`config.mk`:
```
export PLATFORM = sky130hd
export DESIGN_NAME = tune_loader_flat
export DESIGN_NICKNAME = d
export VERILOG_FILES = /design/src/rtl/tune_loader_if.sv /design/src/rtl/tune_loader.sv /design/src/flat_wrapper.sv
export SDC_FILE = /design/constraint.sdc
export NUM_CORES = 1
export LEC_CHECK = 0
export CAP_MARGIN = 20
export CORE_MARGIN = 2
export CORE_UTILIZATION = 57
export DETAILED_ROUTE_END_ITERATION = 10
export GPL_TIMING_DRIVEN = 0
export HOLD_SLACK_MARGIN = 0.15
export PLACE_DENSITY = 0.79
export SYNTH_ARGS = -nofsm -noshare
export SYNTH_HDL_FRONTEND = slang
export SYNTH_SLANG_ARGS = --single-unit
```
`constraint.sdc`:
```
create_clock -name clk -period 2.4 [get_ports clk]
set_clock_uncertainty 0.2 [all_clocks]
set_input_delay 0.48 -clock clk [delete_from_list [all_inputs] [get_ports clk]]
set_output_delay 0.48 -clock clk [all_outputs]
set_load 0.005 [all_outputs]
```
`src/rtl/tune_loader_if.sv`:
```
// tune_loader_if: SPI pins, tune parameter outputs and player handshake of tune_loader.
// The loader uses the slave modport; the microcontroller/player side uses master.
interface tune_loader_if;
  logic        sck;
  logic        sdi;
  logic        cs_n;
  logic        makingMusic;
  logic [31:0] freq0;
  logic [31:0] freq1;
  logic [31:0] freq2;
  logic [31:0] freq3;
  logic [31:0] dur0;
  logic [31:0] dur1;
  logic [31:0] dur2;
  logic [31:0] dur3;
  logic [7:0]  repThreshold;
  logic        start;
  logic        frame_err;

  modport slave (
    input  sck, sdi, cs_n, makingMusic,
    output freq0, freq1, freq2, freq3, dur0, dur1, dur2, dur3,
    output repThreshold, start, frame_err
  );

  modport master (
    output sck, sdi, cs_n, makingMusic,
    input  freq0, freq1, freq2, freq3, dur0, dur1, dur2, dur3,
    input  repThreshold, start, frame_err
  );
endinterface

```
`src/rtl/tune_loader.sv`:
```
// tune_loader: mode-0 SPI receiver that loads tune parameters and requests playback.
// Defining TUNE_LOADER_CHECKSUM_EN adds an 8-bit XOR trailer check (272-bit frames).
module tune_loader #(
  parameter int SYNC_STAGES = 2
) (
  input logic          clk,
  input logic          reset_n,
  tune_loader_if.slave bus
);
`ifdef TUNE_LOADER_CHECKSUM_EN
  localparam int FRAME_BITS = 272;
`else
  localparam int FRAME_BITS = 264;
`endif
  localparam int TUNE_BITS = 264;

  typedef enum logic [1:0] {IDLE, RECV, PENDING, START} state_t;
  state_t r_state, w_next;

  logic [SYNC_STAGES-1:0] r_sckSync, r_sdiSync, r_csSync;
  logic                   r_sckPrev, r_csPrev;
  logic                   w_sck, w_sdi, w_cs;
  logic                   w_sckRise, w_csRise, w_csFall;
  logic                   r_rxBusy;
  logic [8:0]             r_count;
  logic [FRAME_BITS-1:0]  r_shift;
  logic [TUNE_BITS-1:0]   r_shadow, r_tune, w_payload;
  logic                   r_queued, r_start, r_frameErr;
  logic                   w_sumOk, w_frameDone, w_frameBad, w_commit;

  always_ff @(posedge clk or negedge reset_n) begin
    if (!reset_n) begin
      r_sckSync <= '0;
      r_sdiSync <= '0;
      r_csSync  <= '1;
      r_sckPrev <= 1'b0;
      r_csPrev  <= 1'b1;
    end else begin
      r_sckSync <= {r_sckSync[SYNC_STAGES-2:0], bus.sck};
      r_sdiSync <= {r_sdiSync[SYNC_STAGES-2:0], bus.sdi};
      r_csSync  <= {r_csSync[SYNC_STAGES-2:0], bus.cs_n};
      r_sckPrev <= w_sck;
      r_csPrev  <= w_cs;
    end
  end

  assign w_sck     = r_sckSync[SYNC_STAGES-1];
  assign w_sdi     = r_sdiSync[SYNC_STAGES-1];
  assign w_cs      = r_csSync[SYNC_STAGES-1];
  assign w_sckRise = w_sck & ~r_sckPrev;
  assign w_csRise  = w_cs & ~r_csPrev;
  assign w_csFall  = ~w_cs & r_csPrev;

`ifdef TUNE_LOADER_CHECKSUM_EN
  logic [7:0] w_xor;
  always_comb begin
    w_xor = '0;
    for (int i = 1; i <= TUNE_BITS / 8; i++) begin
      w_xor = w_xor ^ r_shift[i*8 +: 8];
    end
    w_sumOk = (w_xor == r_shift[7:0]);
  end
  assign w_payload = r_shift[FRAME_BITS-1 -: TUNE_BITS];
`else
  assign w_sumOk   = 1'b1;
  assign w_payload = r_shift;
`endif

  assign w_frameDone = r_rxBusy & w_csRise & (r_count == 9'(FRAME_BITS)) & w_sumOk;
  assign w_frameBad  = r_rxBusy & w_csRise & ~((r_count == 9'(FRAME_BITS)) & w_sumOk);
  assign w_commit    = (r_state == PENDING) & ~bus.makingMusic;

  always_ff @(posedge clk or negedge reset_n) begin
    if (!reset_n) r_state <= IDLE;
    else          r_state <= w_next;
  end

  // After the handshake, a queued frame re-arms PENDING and an unfinished one resumes in RECV.
  always_comb begin
    w_next = r_state;
    case (r_state)
      IDLE:    if (w_csFall) w_next = RECV;
      RECV: begin
        if (w_frameDone)     w_next = PENDING;
        else if (w_frameBad) w_next = IDLE;
      end
      PENDING: if (!bus.makingMusic) w_next = START;
      START: begin
        if (bus.makingMusic) begin
          if (r_queued || w_frameDone)      w_next = PENDING;
          else if (r_rxBusy && !w_csRise)   w_next = RECV;
          else                              w_next = IDLE;
        end
      end
      default: w_next = IDLE;
    endcase
  end

  always_ff @(posedge clk or negedge reset_n) begin
    if (!reset_n) begin
      r_rxBusy   <= 1'b0;
      r_count    <= '0;
      r_shift    <= '0;
      r_shadow   <= '0;
      r_tune     <= '0;
      r_queued   <= 1'b0;
      r_start    <= 1'b0;
      r_frameErr <= 1'b0;
    end else begin
      if (w_csFall) begin
        r_rxBusy <= 1'b1;
        r_count  <= '0;
      end else begin
        if (r_rxBusy && w_sckRise) begin
          r_shift <= {r_shift[FRAME_BITS-2:0], w_sdi};
          if (r_count != 9'd511) r_count <= r_count + 9'd1;
        end
        if (w_csRise) r_rxBusy <= 1'b0;
      end
      // The shadow always takes the newest frame; a commit in the same cycle uses the old one.
      if (w_frameDone) r_shadow <= w_payload;
      if (r_state == START && bus.makingMusic)
        r_queued <= 1'b0;
      else if (w_frameDone && (r_state == START || w_commit))
        r_queued <= 1'b1;
      if (w_commit) r_tune <= r_shadow;
      r_start    <= (w_next == START);
      r_frameErr <= w_frameBad;
    end
  end

  assign bus.freq0        = r_tune[263:232];
  assign bus.freq1        = r_tune[231:200];
  assign bus.freq2        = r_tune[199:168];
  assign bus.freq3        = r_tune[167:136];
  assign bus.dur0         = r_tune[135:104];
  assign bus.dur1         = r_tune[103:72];
  assign bus.dur2         = r_tune[71:40];
  assign bus.dur3         = r_tune[39:8];
  assign bus.repThreshold = r_tune[7:0];
  assign bus.start        = r_start;
  assign bus.frame_err    = r_frameErr;
endmodule

```
`src/flat_wrapper.sv`:
```
// flat-port wrapper written by rule: the top's interface ports become plain ports
module tune_loader_flat 
#(
  parameter int SYNC_STAGES = 2
)
  (clk, reset_n, bus_sck, bus_sdi, bus_cs_n, bus_makingMusic, bus_freq0, bus_freq1, bus_freq2, bus_freq3, bus_dur0, bus_dur1, bus_dur2, bus_dur3, bus_repThreshold, bus_start, bus_frame_err);
  tune_loader_if bus_i ();
  input logic clk;
  input logic reset_n;
  input wire logic [$bits(bus_i.sck)-1:0] bus_sck;
  input wire logic [$bits(bus_i.sdi)-1:0] bus_sdi;
  input wire logic [$bits(bus_i.cs_n)-1:0] bus_cs_n;
  input wire logic [$bits(bus_i.makingMusic)-1:0] bus_makingMusic;
  output wire logic [$bits(bus_i.freq0)-1:0] bus_freq0;
  output wire logic [$bits(bus_i.freq1)-1:0] bus_freq1;
  output wire logic [$bits(bus_i.freq2)-1:0] bus_freq2;
  output wire logic [$bits(bus_i.freq3)-1:0] bus_freq3;
  output wire logic [$bits(bus_i.dur0)-1:0] bus_dur0;
  output wire logic [$bits(bus_i.dur1)-1:0] bus_dur1;
  output wire logic [$bits(bus_i.dur2)-1:0] bus_dur2;
  output wire logic [$bits(bus_i.dur3)-1:0] bus_dur3;
  output wire logic [$bits(bus_i.repThreshold)-1:0] bus_repThreshold;
  output wire logic [$bits(bus_i.start)-1:0] bus_start;
  output wire logic [$bits(bus_i.frame_err)-1:0] bus_frame_err;
  assign bus_i.sck = bus_sck;
  assign bus_i.sdi = bus_sdi;
  assign bus_i.cs_n = bus_cs_n;
  assign bus_i.makingMusic = bus_makingMusic;
  assign bus_freq0 = bus_i.freq0;
  assign bus_freq1 = bus_i.freq1;
  assign bus_freq2 = bus_i.freq2;
  assign bus_freq3 = bus_i.freq3;
  assign bus_dur0 = bus_i.dur0;
  assign bus_dur1 = bus_i.dur1;
  assign bus_dur2 = bus_i.dur2;
  assign bus_dur3 = bus_i.dur3;
  assign bus_repThreshold = bus_i.repThreshold;
  assign bus_start = bus_i.start;
  assign bus_frame_err = bus_i.frame_err;
  tune_loader #(.SYNC_STAGES(SYNC_STAGES)) u_core (.clk(clk), .reset_n(reset_n), .bus(bus_i));
endmodule
```
Word level (Yosys, flattened, before mapping):

Index checks and enable logic that the tools add are counted.

* flip-flop bits (word level): 815
* output and inout bits: 266
* input port bits: 6
* logic and storage cells: 63

* equal/unequal tests: 6
* bitwise logic cells: 13
* $add $sub $neg: 1
* reductions and logical operators: 14
* mux-type cells: 15

Operators with widths (number)
* 9-bit 2-to-1 mux: 3
* 2-bit 2-to-1 mux: 6
* 9-bit by 1-bit adder with 9-bit output, second input constant: 1
* 9-bit == test, second input constant: 1
* 9-bit != test, second input constant: 1
* 2-bit case mux with 4 select lines: 1
* 2-bit nonzero test: 4
* 1-bit AND: 7
* 2-bit == test, second input constant: 3
* 1-bit NOT: 6
* 1-bit 2-to-1 mux: 5
* 1-bit logical AND: 4
* 2-bit AND reduction: 2
* 2-bit by 1-bit == test with 1-bit output, second input constant: 1
* 2-bit zero test: 1
* 1-bit logical OR: 2
* 1-bit zero test: 1

Logic depth before layout (Yosys ltp):

* depth after elaboration: 9
* mapped depth: 8

Least setup slack after synthesis:

OpenSTA, ideal clock, no wires.

* path kind: flip-flop to flip-flop
* start point: reg u_core.r_csSync[1]
* end point: reg u_core.r_shift[100]
* path slack: 0.268 ns
* arrival: 1.808 ns
* cell stages (with the launch flop): 7
* period minus slack after synthesis: 2.132 ns
* library setup time: 0.125 ns
* buffers on the path: 2
* path through: dfstp_2 -> inv_1 -> ha_1 -> and4bb_1 -> clkbuf_1 -> buf_2 -> mux2_2

* word-level cells in the longest chain between the ends: 4

RTL lines
* start: declaration: RTL line tune_loader.sv:20 `logic [SYNC_STAGES-1:0] r_sckSync, r_sdiSync, r_csSync;`
* start signal: assignment: RTL line tune_loader.sv:41 `r_csSync <= {r_csSync[SYNC_STAGES-2:0], bus.cs_n};`
* 1-bit NOT: RTL line tune_loader.sv:52 `assign w_csFall = ~w_cs & r_csPrev;`
* 1-bit AND: RTL line tune_loader.sv:52
* via u_core.w_csFall: RTL line tune_loader.sv:23 `logic w_sckRise, w_csRise, w_csFall;`
* 1-bit NOT (no line)
* 2-bit AND reduction (no line)
* end signal: assignment: RTL line tune_loader.sv:115 `r_shift <= {r_shift[FRAME_BITS-2:0], w_sdi};`
* end: declaration: RTL line tune_loader.sv:26 `logic [FRAME_BITS-1:0] r_shift;`

The timed path passes the listed nets, and every way through them passes these cells.
A chain may end at the register's enable or synchronous reset.

Worst setup path in the final report:

* start point: reg u_core.r_csSync[1]
* end point: reg u_core.r_shift[91]

The elaborated chain is that of the path after synthesis.

==> metrics.md <==
| Metric | Value |
|---|---|
| Outcome | finished, violations left |
| Failing checks | negative hold slack |
| Total Wirelength | roughly 56000 µm |
| Worst path buffer plus inverter count | 3 |
| Yosys cell types | 29 |
| Worst EP required | about 2.7 ns |
| Crit path max-delay cell type | dfstp_2 |
| Leading area contributor after synthesis | dfrtp_1 |
| Pwr dens | 741 nW/µm² |
| Initial Utilization | 57.7% |
| Mux cell area share after synthesis | between 20 and 30% |
| Register bit total from synthesis | a little over 800 |
| # nets final | 2144 |
| Initial DRT Pass Iterations | 4 |
| Vias per cell | around 5.4 |
| Crit path kind | reg2reg |
| Worst EP arrival | 2.59 ns |
| Simple-gate share of the synthesized area | 0.668% |
| DRC | 0 |
| Clock transition at the registers of the reported paths | 0.06 ns |
| Worst setup SP type | flop |
| First-pass GRT wire length | 92700 µm |
| Die area | ~55000 µm² |
| CTS Buf Count | 80 |
| Largest net degree at the start of global routing | 130 |
| Final Hold Fails | 167 |
| CTS tree | done |
| Peak Freq | roughly 0.43 GHz |
| Total power draw | roughly 28 mW |
| Top-area cell type share of the netlist area | 67.0% |
| Fin util | 70.8% |
| Total gr overflow | 0 |
| Synthesized Nets | 1776 |
| Post-DR wirelength/cell | 19.3 µm |
| Slew HR | between 50% and 60% |
| Vias | 15400 |
| Final worst setup slack | 0.0937 ns |
| Syn-to-layout area delta | 22.5% |
| Die height | 235 µm |
| Max cap viols | 0 |
| Synth warn | 0 |
| Avg Cell Area, Syn | approximately 17 µm² |
| DP Worst Slack | -0.697 ns |
| Antenna Nets Post-Route | 0 |
| Core box area | 52600 µm² |
| # port buffers | 271 |
| Commonest cells after routing, fill and taps aside | 812 x dfrtp_1, 555 x mux2_2, 270 x clkdlybuf4s50_1 |
| Root Driver | clkbuf_16 |
| Post-synthesis adder-cell area fraction | 0.206% |
| Synth Area in XOR/XNOR | 0% |
| Final setup viols | 0 |
| Hold WS | -0.356 ns |
| H-tree depth | 3 |
| Critical-path cell list | inv_1 > ha_1 > and4bb_1 > buf_4 > buf_2 > mux2_2 |
| Worst Tran Pin Value | 0.668 ns |
| Ant diodes | 0 |
| Maximum vdd drop | about 0.00051 V |
| HP Class | in2async |
| Post-Syn Instances | 1765 |
| Crit path time final | ~2.3 ns |
| Worst-case clock buffer depth | 3 |
| Clock sink count | 815 |
| Crit Path Max Fanout | 10 |
| CP delay by family, top | buffers and inverters |
| Area of the mapped netlist | 30300 µm² |
| Site Rows | 84 |
| Max incr delay on CP | roughly 0.55 ns |
| Vias in the first global route | 17000 |
| Final period util | a little over nine tenths |
| HPWL Detailed | ~36000 µm |
| Ranking of synthesized cells by area | dfrtp_1 67%, mux2_2 21%, mux2_1 8.8%, buf_2 0.96%, buf_6 0.89% |
| Final RePlAce weighted congestion | around 0.75 |
| Post-synthesis compound-gate area fraction | 0.412% |
| Worst skew pair latency | roughly 0.61 ns |
| Max Slew Vio Count | 0 |
| Largest family of logic cells by synthesized area | multiplexers |
| Top-Level Pins | 272 |
| Crit. End Element | flop |
| Die X | 235 µm |
| Antenna violations before repair | 2 |
| Commonest non-fill, non-tap cell in the layout | dfrtp_1 |
| Layout cells sized above 1 | 36.1% |
| P_leak | 19.0 nW |
| Starting DRT DRC Count | 562 |
| Total GRT Usage | roughly a fifth |
| Seq/Total Area, Yosys | between 60% and 70% |
-- per-stage QoR --
step                      std cells  hold slack, ns    TNS, ns  cell area [µm²]
after global placement         2724           0.141          -            33900
final                          2885          -0.356          0            37200
after global routing           2885          -0.372  -0.000906            37200
after CTS                      2883          -0.550   -0.00614            37100
after detailed placement       2731           0.116    -286.38            34100
after floorplan                1765         -0.0156          0            30300
-- worst min-delay path: stages --
cell and delay (ns):
buf_8 0.07, buf_12 0.08, buf_12 0.16
-- sequential cells by signal, summed over array words and instances (netlist names) --
register              cells
u_core.r_shadow         264
u_core.r_shift          264
u_core.r_tune           264
u_core.r_count            9
u_core.r_csSync           2
u_core.r_sckSync          2
u_core.r_sdiSync          2
u_core.r_state            2
u_core.bus.frame_err      1
u_core.bus.start          1
u_core.r_csPrev           1
u_core.r_queued           1
u_core.r_rxBusy           1
u_core.r_sckPrev          1
-- kinds of logic (layout without fill, tap and decap cells) --
family | count (synthesis) | count (layout)
DFF | 815 | 815
adders and majority gates | 5 | 5
and+or+nand+nor | 33 | 33
AOI/OAI and AO/OA | 22 | 22
muxes | 793 | 793
buffers and inverters | 97 | 529
-- power breakdown --
group	total (mW)	leakage, nW	switching, mW	internal (mW)
clock	13.2	1.39	5.15	8.03
sequential	13.8	11.4	0.0390	13.8
combinational	0.525	6.22	0.359	0.166
total	27.5	19.0	5.55	22.0
-- what timing repair did --
item,4_1_cts,5_1_grt
endpoints found under the setup margin,458,399
gates resized for setup,11,30
pin swaps,1,1
endpoints found under the hold margin,264,261
setup buffers,2,0
gates cloned,1,1
hold buffers,3,2
-- worst paths after layout --
path / startpoint / to / slack [ns] / depth (start not counted)
min: reset_n / u_core.r_tune[198]$_DFFE_PN0P_ / -0.36 / 3
max in group asynchronous: reset_n / u_core.r_tune[79]$_DFFE_PN0P_ / 0.35 / 7
max: u_core.r_csSync[1]$_DFF_PN1_ / u_core.r_shift[91]$_DFFE_PN0P_ / 0.09 / 6
max reg2reg: u_core.r_csSync[1]$_DFF_PN1_ / u_core.r_shift[91]$_DFFE_PN0P_ / 0.09 / 6
min in group clk: u_core.r_sckSync[0]$_DFF_PN0_ / u_core.r_sckSync[1]$_DFF_PN0_ / 0.16 / 0
min reg2reg: u_core.r_sckSync[0]$_DFF_PN0_ / u_core.r_sckSync[1]$_DFF_PN0_ / 0.16 / 0
-- routing by layer --
layer | share of wire, % | global-route usage, % | vias up
met5 | 0.043 | 0 | -
met4 | 2.4 | 7.15 | 4
met3 | 4.7 | 4.78 | 92
met2 | 50 | 34.6 | 268
met1 | 42 | 27.2 | 8084
li1 | - | - | 6993
-- layout make-up --
| type | instances | area, µm² |
|---|---|---|
| Sequential cell | 815 | 20400 |
| Fill cell | 3295 | 15400 |
| Multi-Input combinational cell | 853 | 9330 |
| Timing Repair Buffer | 287 | 3050 |
| Clock buffer | 120 | 2450 |
| Tap cell | 688 | 861 |
| Buffer | 88 | 671 |
| Clock inverter | 26 | 387 |
| Inverter | 8 | 30.0 |
-- synthesized netlist by cell type --
library cell / instances
dfstp_2: 3
o21ai_0: 4
nor4b_2: 1
and2_0: 1
a31oi_1: 1
o31ai_1: 4
nand4bb_1: 1
nor3_1: 1
buf_6: 24
ha_1: 5
inv_1: 8
nand3_1: 3
nor4bb_1: 1
a21oi_1: 12
a311oi_1: 1
mux2_1: 238
nand4_1: 2
nand2_1: 11
dfrtp_1: 812
and2b_1: 1
buf_4: 3
or3_1: 2
and4bb_2: 1
or4_1: 4
mux2_2: 555
and4bb_1: 1
buf_2: 58
nor2_1: 3
clkbuf_1: 4
No activity file was read; power rests on OpenSTA's default activity.
